[src/rtl/fpu_pcx_pkg.sv]
// ============================================================================
// Module   : fpu_pcx_pkg
// Brief    : Shared beat layout, request/opf constants and types for the
//            FPU PCX receive path.
// Revision : 1.0 - initial release
// ============================================================================
`default_nettype none

package fpu_pcx_pkg;

    localparam int c_pcx_w   = 124;
    localparam int c_vld_bit = 123;
    localparam int c_rq_hi   = 122;
    localparam int c_rq_lo   = 118;
    localparam int c_cpu_hi  = 116;
    localparam int c_cpu_lo  = 114;
    localparam int c_thr_hi  = 113;
    localparam int c_thr_lo  = 112;
    localparam int c_rd_hi   = 108;
    localparam int c_rd_lo   = 104;
    localparam int c_opf_hi  = 79;
    localparam int c_opf_lo  = 72;
    localparam int c_rs_hi   = 63;
    localparam int c_rs_lo   = 0;

    localparam logic [4:0] c_rq_fpop1 = 5'b01010;
    localparam logic [4:0] c_rq_fpop2 = 5'b01011;

    localparam logic [7:0] c_opf_fdivs  = 8'h4d;
    localparam logic [7:0] c_opf_fdivd  = 8'h4e;
    localparam logic [7:0] c_opf_fmuls  = 8'h49;
    localparam logic [7:0] c_opf_fmuld  = 8'h4a;
    localparam logic [7:0] c_opf_fsmuld = 8'h69;

    typedef enum logic [1:0] {
        ROUTE_ADD = 2'd0,
        ROUTE_MUL = 2'd1,
        ROUTE_DIV = 2'd2
    } route_e;

    typedef enum logic [0:0] {
        ST_IDLE     = 1'b0,
        ST_WAIT_RS2 = 1'b1
    } state_e;

    typedef struct packed {
        logic [7:0]  op;
        logic [63:0] rs1;
        logic [63:0] rs2;
        logic [9:0]  id;
    } fifo_entry_t;

    function automatic route_e opf_route(input logic [7:0] opf);
        case (opf)
            c_opf_fdivs, c_opf_fdivd:               return ROUTE_DIV;
            c_opf_fmuls, c_opf_fmuld, c_opf_fsmuld: return ROUTE_MUL;
            default:                                return ROUTE_ADD;
        endcase
    endfunction

endpackage

`default_nettype wire

[src/rtl/fpu_pcx_fifo.sv]
// ============================================================================
// Module   : fpu_pcx_fifo
// Brief    : Synchronous FIFO of assembled FP ops; pointers carry an extra
//            MSB so full and empty are distinguishable.
// Revision : 1.0 - initial release
// ============================================================================
`default_nettype none

module fpu_pcx_fifo
    import fpu_pcx_pkg::*;
#(
    parameter int DEPTH = 4
) (
    input  logic                     clk,
    input  logic                     rst,
    input  logic                     i_push,
    input  fifo_entry_t              i_data,
    input  logic                     i_pop,
    output fifo_entry_t              o_data,
    output logic                     o_full,
    output logic                     o_empty,
    output logic [$clog2(DEPTH):0]   o_free
);

    localparam int c_aw = $clog2(DEPTH);
    localparam logic [c_aw:0] c_depth = (c_aw + 1)'(DEPTH);

    logic [c_aw:0] r_wr_ptr_q, w_wr_ptr_d;
    logic [c_aw:0] r_rd_ptr_q, w_rd_ptr_d;
    fifo_entry_t   r_mem_q [DEPTH];

    always_comb begin
        w_wr_ptr_d = r_wr_ptr_q + {{c_aw{1'b0}}, i_push};
        w_rd_ptr_d = r_rd_ptr_q + {{c_aw{1'b0}}, i_pop};
        o_empty    = (r_wr_ptr_q == r_rd_ptr_q);
        o_full     = (r_wr_ptr_q[c_aw] != r_rd_ptr_q[c_aw]) &&
                     (r_wr_ptr_q[c_aw-1:0] == r_rd_ptr_q[c_aw-1:0]);
        o_free     = c_depth - (r_wr_ptr_q - r_rd_ptr_q);
        o_data     = r_mem_q[r_rd_ptr_q[c_aw-1:0]];
    end

    always_ff @(posedge clk) begin
        if (rst) begin
            r_wr_ptr_q <= '0;
            r_rd_ptr_q <= '0;
        end else begin
            r_wr_ptr_q <= w_wr_ptr_d;
            r_rd_ptr_q <= w_rd_ptr_d;
        end
    end

    always_ff @(posedge clk) begin
        if (i_push) begin
            r_mem_q[r_wr_ptr_q[c_aw-1:0]] <= i_data;
        end
    end

endmodule

`default_nettype wire

[src/rtl/fpu_pcx_rcv.sv]
// ============================================================================
// Module   : fpu_pcx_rcv
// Brief    : Assembles two-beat PCX FP-op packets, queues them and dispatches
//            in order to the add/mul/div pipes. Optional FPU_PCX_RCV_BYPASS_EN
//            lets an op skip the empty queue when its pipe is ready.
// Revision : 1.0 - initial release
// ============================================================================
`default_nettype none

module fpu_pcx_rcv
    import fpu_pcx_pkg::*;
#(
    parameter int DEPTH        = 4,
    parameter int STALL_MARGIN = 1
) (
    input  logic          rclk,
    input  logic          grst,
    input  logic          pcx_fpio_data_rdy_px2,
    input  logic [123:0]  pcx_fpio_data_px2,
    output logic          fp_pcx_stall,
    input  logic          add_in_rdy,
    input  logic          mul_in_rdy,
    input  logic          div_in_rdy,
    output logic          add_in_vld,
    output logic          mul_in_vld,
    output logic          div_in_vld,
    output logic [7:0]    fpin_op,
    output logic [63:0]   fpin_rs1,
    output logic [63:0]   fpin_rs2,
    output logic [9:0]    fpin_id,
    output logic          fpin_ovf_err
);

    localparam int c_cw = $clog2(DEPTH) + 1;
    localparam logic [c_cw-1:0] c_margin = (c_cw)'(STALL_MARGIN);

    function automatic logic route_rdy(input route_e r, input logic a,
                                       input logic m, input logic d);
        case (r)
            ROUTE_MUL: return m;
            ROUTE_DIV: return d;
            default:   return a;
        endcase
    endfunction

    state_e         r_state_q, w_state_d;
    logic [7:0]     r_opf_q, w_opf_d;
    logic [63:0]    r_rs1_q, w_rs1_d;
    logic [9:0]     r_id_q, w_id_d;
    logic           r_stall_q, w_stall_d;
    logic           r_ovf_q, w_ovf_d;

    logic           w_accept, w_is_fpop, w_push_req, w_push, w_pop, w_byp;
    logic           w_full, w_empty, w_out_vld;
    logic [c_cw-1:0] w_free, w_free_d;
    fifo_entry_t    w_new, w_head, w_out;
    route_e         w_new_route, w_head_route, w_out_route;
    logic           w_unused_bits;

    assign w_unused_bits = ^{pcx_fpio_data_px2[117], pcx_fpio_data_px2[111:109],
                             pcx_fpio_data_px2[103:80], pcx_fpio_data_px2[71:64]};

    assign w_accept  = pcx_fpio_data_rdy_px2 && pcx_fpio_data_px2[c_vld_bit];
    assign w_is_fpop = (pcx_fpio_data_px2[c_rq_hi:c_rq_lo] == c_rq_fpop1) ||
                       (pcx_fpio_data_px2[c_rq_hi:c_rq_lo] == c_rq_fpop2);

    always_comb begin
        w_state_d  = r_state_q;
        w_opf_d    = r_opf_q;
        w_rs1_d    = r_rs1_q;
        w_id_d     = r_id_q;
        w_push_req = 1'b0;
        case (r_state_q)
            ST_IDLE: begin
                if (w_accept && w_is_fpop) begin
                    w_opf_d   = pcx_fpio_data_px2[c_opf_hi:c_opf_lo];
                    w_rs1_d   = pcx_fpio_data_px2[c_rs_hi:c_rs_lo];
                    w_id_d    = {pcx_fpio_data_px2[c_cpu_hi:c_cpu_lo],
                                 pcx_fpio_data_px2[c_thr_hi:c_thr_lo],
                                 pcx_fpio_data_px2[c_rd_hi:c_rd_lo]};
                    w_state_d = ST_WAIT_RS2;
                end
            end
            ST_WAIT_RS2: begin
                // Second beat is rs2 regardless of what its header says.
                if (w_accept) begin
                    w_push_req = 1'b1;
                    w_state_d  = ST_IDLE;
                end
            end
            default: w_state_d = ST_IDLE;
        endcase
    end

    always_comb begin
        w_new        = '{op: r_opf_q, rs1: r_rs1_q,
                         rs2: pcx_fpio_data_px2[c_rs_hi:c_rs_lo], id: r_id_q};
        w_new_route  = opf_route(r_opf_q);
        w_head_route = opf_route(w_head.op);
`ifdef FPU_PCX_RCV_BYPASS_EN
        w_byp = w_push_req && w_empty &&
                route_rdy(w_new_route, add_in_rdy, mul_in_rdy, div_in_rdy);
`else
        w_byp = 1'b0;
`endif
        w_out_vld   = !w_empty || w_byp;
        w_out       = w_byp ? w_new : (w_empty ? '0 : w_head);
        w_out_route = w_byp ? w_new_route : w_head_route;

        w_pop  = !w_empty && !w_byp &&
                 route_rdy(w_head_route, add_in_rdy, mul_in_rdy, div_in_rdy);
        // A same-cycle pop frees the slot, so a full queue still takes the op.
        w_push  = w_push_req && !w_byp && (!w_full || w_pop);
        w_ovf_d = w_push_req && !w_byp && w_full && !w_pop;

        w_free_d  = w_free - {{(c_cw-1){1'b0}}, w_push} + {{(c_cw-1){1'b0}}, w_pop};
        w_stall_d = (w_free_d <= c_margin);
    end

    fpu_pcx_fifo #(
        .DEPTH (DEPTH)
    ) u_fifo (
        .clk     (rclk),
        .rst     (grst),
        .i_push  (w_push),
        .i_data  (w_new),
        .i_pop   (w_pop),
        .o_data  (w_head),
        .o_full  (w_full),
        .o_empty (w_empty),
        .o_free  (w_free)
    );

    always_ff @(posedge rclk) begin
        if (grst) begin
            r_state_q <= ST_IDLE;
            r_opf_q   <= '0;
            r_rs1_q   <= '0;
            r_id_q    <= '0;
            r_stall_q <= 1'b0;
            r_ovf_q   <= 1'b0;
        end else begin
            r_state_q <= w_state_d;
            r_opf_q   <= w_opf_d;
            r_rs1_q   <= w_rs1_d;
            r_id_q    <= w_id_d;
            r_stall_q <= w_stall_d;
            r_ovf_q   <= w_ovf_d;
        end
    end

    assign add_in_vld   = w_out_vld && (w_out_route == ROUTE_ADD);
    assign mul_in_vld   = w_out_vld && (w_out_route == ROUTE_MUL);
    assign div_in_vld   = w_out_vld && (w_out_route == ROUTE_DIV);
    assign fpin_op      = w_out.op;
    assign fpin_rs1     = w_out.rs1;
    assign fpin_rs2     = w_out.rs2;
    assign fpin_id      = w_out.id;
    assign fp_pcx_stall = r_stall_q;
    assign fpin_ovf_err = r_ovf_q;

endmodule

`default_nettype wire
[config.mk]
export PLATFORM = sky130hd
export DESIGN_NAME = fpu_pcx_rcv
export DESIGN_NICKNAME = d
export VERILOG_FILES = /design/src/rtl/fpu_pcx_pkg.sv /design/src/rtl/fpu_pcx_fifo.sv /design/src/rtl/fpu_pcx_rcv.sv
export SDC_FILE = /design/constraint.sdc
export NUM_CORES = 1
export LEC_CHECK = 0
export ABC_AREA = 1
export CAP_MARGIN = 20
export CORE_MARGIN = 2
export CORE_UTILIZATION = 37
export CTS_CLUSTER_DIAMETER = 200
export DETAILED_ROUTE_END_ITERATION = 6
export GPL_ROUTABILITY_DRIVEN = 1
export SYNTH_ARGS = -nofsm -noshare
export SYNTH_HDL_FRONTEND = slang
export SYNTH_SLANG_ARGS = --single-unit
[constraint.sdc]
create_clock -name rclk -period 19.21 [get_ports rclk]
set_input_delay 4.8025 -clock rclk [delete_from_list [all_inputs] [get_ports rclk]]
set_output_delay 4.8025 -clock rclk [all_outputs]
set_load 0.01 [all_outputs]
==> flow_summary.toml <==
[setup_path]
timing.rr.start = "u_fifo.r_rd_ptr_q[1]$_SDFF_PP0_"
crit_start = "u_fifo.r_rd_ptr_q[1]$_SDFF_PP0_"
arrival_ps = 4630
startpoint_type = "flip-flop"
cp-end-kind = "output port"
required_ps = 14410
critPathKind = "flip-flop to output port"
cp_max_fo = 77

[clock_network]
htree_num_levels = 3
clock_path_buffers = 3
ctsHoldBuffers = 0
cts_buffers = 73
root_buffer = "clkbuf_16"
cts_setup_buffers = 0
clk_pin_slew_ps = 50
clkLatencyLatePin_ps = 610
tritoncts = "yes"
cts_sinks = 675
cts-resized-gates = 0

[synthesis]
synth_compound_area_share_pct = 10.12
syn_area_mm2 = 0.02638
synth.area.mux_share_pct = 0
synthFlopType = "edfxtp_1"
syn_area_per_cell_um2 = 11.82
synth_fa_ha_area_share_pct = 0.6261
async_flop_share_pct = 0
synth_xor_area_share_pct = 0.1660
synth.distinct_cells = 22
synth-simple-area-share_pct = 10.50
synth_cells = 2231
ys_seq_elements = 675
synth_top_family_by_area = "simple AND/OR/NAND/NOR gates"
synth-edff-count = 584
synth.net_count = 2373
ys_seq_area_share_pct = 73.38
yosysWarnings = 0

[sta]
hold_viol = 0
tightest_slew_ps = 1158
max_slew_margin_pct = 22.82
fmax_ghz = 0.1060
finClkSkew_ps = 27.15
slew_viol_final = 0
rsz0062_at_grt = "no"
tns_ps = 0
min_period_over_period_pct = 49.12
finalSetupViolations = 0
post-route-min-period_ps = 9435

[outcome]
status = "complete, no violations"

[place]
place_hpwl_um = 33800
routabilityCongestion = 0.7228
port_buffers = 243

[min_path]
min_path_type = "flip-flop to flip-flop"
worstHoldStart = "r_rs1_q[34]$_SDFFE_PP0P_"

[pwr]
power.leakage_nw = 12.17
p_per_area_mw_per_mm2 = 94.73
ir_worst_vdd_uv = 64.28

[layout]
drive_gt1_share_pct = 6.576
final_core_util_pct = 45.56
area_growth_pct = 21.36
num-nets-final = 2578
fill_cells = 6263
diodes = 0

[global_route]
grt_usage_pct = 17.47
grt_pass1_wl_um = 99790
overflow = 0
met1_usage_pct = 22.86
met3_usage_pct = 3.337
grt-busiest-layer = "met2"
grt_max_degree = 107
grtUsageMet2_pct = 29.65
grt_antenna_before_repair = 1
grt_pass1_vias = 17190

[die]
ios = 281
row_count = 97
start_util_pct = 37.54
die_h_um = 271.0
fp.dieW_um = 271.0
dieArea_mm2 = 0.07345
core_mm2 = 0.07027

[drt]
vias_per_cell = 5.035
post_drt_wl_per_cell_um = 18.98
drc = 0
vias = 17290
ant_nets = 0
wl_um = 65160
first_pass_iters = 5
first_iter_violations = 1343

[job]
maxCapViolCount = 0
==> report_power, final <==
group	switching (W)	internal [W]	leakage [nW]	total, W
clock	0.000558	0.000845	1.19	0.00140
sequential	0.00000151	0.00158	6.41	0.00158
combinational	0.0000258	0.0000215	4.57	0.0000472
==> final timing paths <==
kind / endpoint / slack [ps] / depth (start not counted)
worst max-delay path: fpin_rs2[30] / 9770 / 9
worst min-delay path: u_fifo.r_mem_q[0][108]$_DFFE_PP_ / 480 / 0
worst min register to register: u_fifo.r_mem_q[0][108]$_DFFE_PP_ / 480 / 0
worst max register to register: u_fifo.r_mem_q[3][27]$_DFFE_PP_ / 12920 / 19
==> cells in the final DEF, fill, tap and decap left out, types with 3 or more instances in the layout <==
master,count
o21ai_0,277
nand3_1,19
clkinv_2,10
ha_1,10
nand2_1,405
a21oi_1,84
clkbuf_16,75
clkdlybuf4s50_1,242
xnor2_1,5
nor2_1,289
inv_2,13
clkinvlp_4,3
nor2_4,4
bufinv_16,6
clkbuf_8,11
clkinv_1,5
o22ai_1,138
clkbuf_1,18
dfxtp_1,89
inv_1,159
edfxtp_1,584
buf_4,26
==> cells in the mapped netlist, drive strengths merged, types with 5 or more instances <==
| cell | count | area share (%) |
|---|---|---|
| a21oi | 84 | 1.6 |
| buf | 62 | 1.6 |
| clkbuf | 78 | 1.1 |
| dfxtp | 91 | 6.9 |
| edfxtp | 584 | 66 |
| ha | 10 | 0.47 |
| inv | 175 | 2.5 |
| nand2 | 406 | 5.8 |
| nand3 | 19 | 0.36 |
| nor2 | 295 | 4.2 |
| o21ai | 277 | 5.3 |
| o22ai | 138 | 3.3 |
| xnor2 | 5 | 0.17 |
==> sequential cells by signal, summed over array words and instances, names as in the netlist <==
signal / flops
u_fifo.r_mem_q: 584
r_rs1_q: 64
r_id_q: 10
r_opf_q: 8
u_fifo.r_rd_ptr_q: 3
u_fifo.r_wr_ptr_q: 3
fp_pcx_stall: 1
fpin_ovf_err: 1
r_state_q: 1
==> kinds of logic (layout without fill, tap and decap cells) <==
group	Yosys count	in the layout
buffers and inverters	315	578
and+or+nand+nor	725	725
xor gates and xnor gates	5	5
AOI/OAI and AO/OA	499	499
DFF	675	675
adders and majority gates	12	12
==> cell type report <==
cell class | instances | area, um2 | share of cell area (%)
sequential | 675 | 19370 | 60.49
multi-input combinational | 1241 | 5694 | 17.79
timing repair buffer | 270 | 2673 | 8.348
clock buffer | 104 | 2096 | 6.546
tap | 940 | 1176 | 3.674
inverter | 175 | 669.4 | 2.091
clock inverter | 29 | 341.6 | 1.067
==> metal layers <==
| metal | vias to the layer above | wire [um] |
|---|---|---|
| met4 | 2 | 1124 |
| met3 | 79 | 4097 |
| met5 | - | 11 |
| li1 | 8150 | - |
| met2 | 517 | 32110 |
| met1 | 8542 | 27820 |
==> metrics by stage <==
step	total power (W)	hold slack, ps	instance area (um2)	instances	setup slack [ps]
2_1_floorplan	0.001627	457.4	26380	2231	7095
3_3_place_gp	0.001660	468.2	29520	3299	10200
3_5_place_dp	0.001661	481.4	29550	3300	10250
4_1_cts	0.003062	487.4	31990	3433	9571
5_1_grt	0.003123	513.3	32020	3434	9399
6_report	0.003033	484.5	32020	3434	9775
==> critical path, cell delays in order, from the launching register on <==
cell	delay, ps
dfxtp_4	480
buf_4	410
inv_4	170
nand2_1	110
nand4_4	110
buf_4	740
buf_4	960
nand2_1	250
inv_1	110
clkdlybuf4s50_1	550
Note: power is estimated with default switching activity, not from simulation.
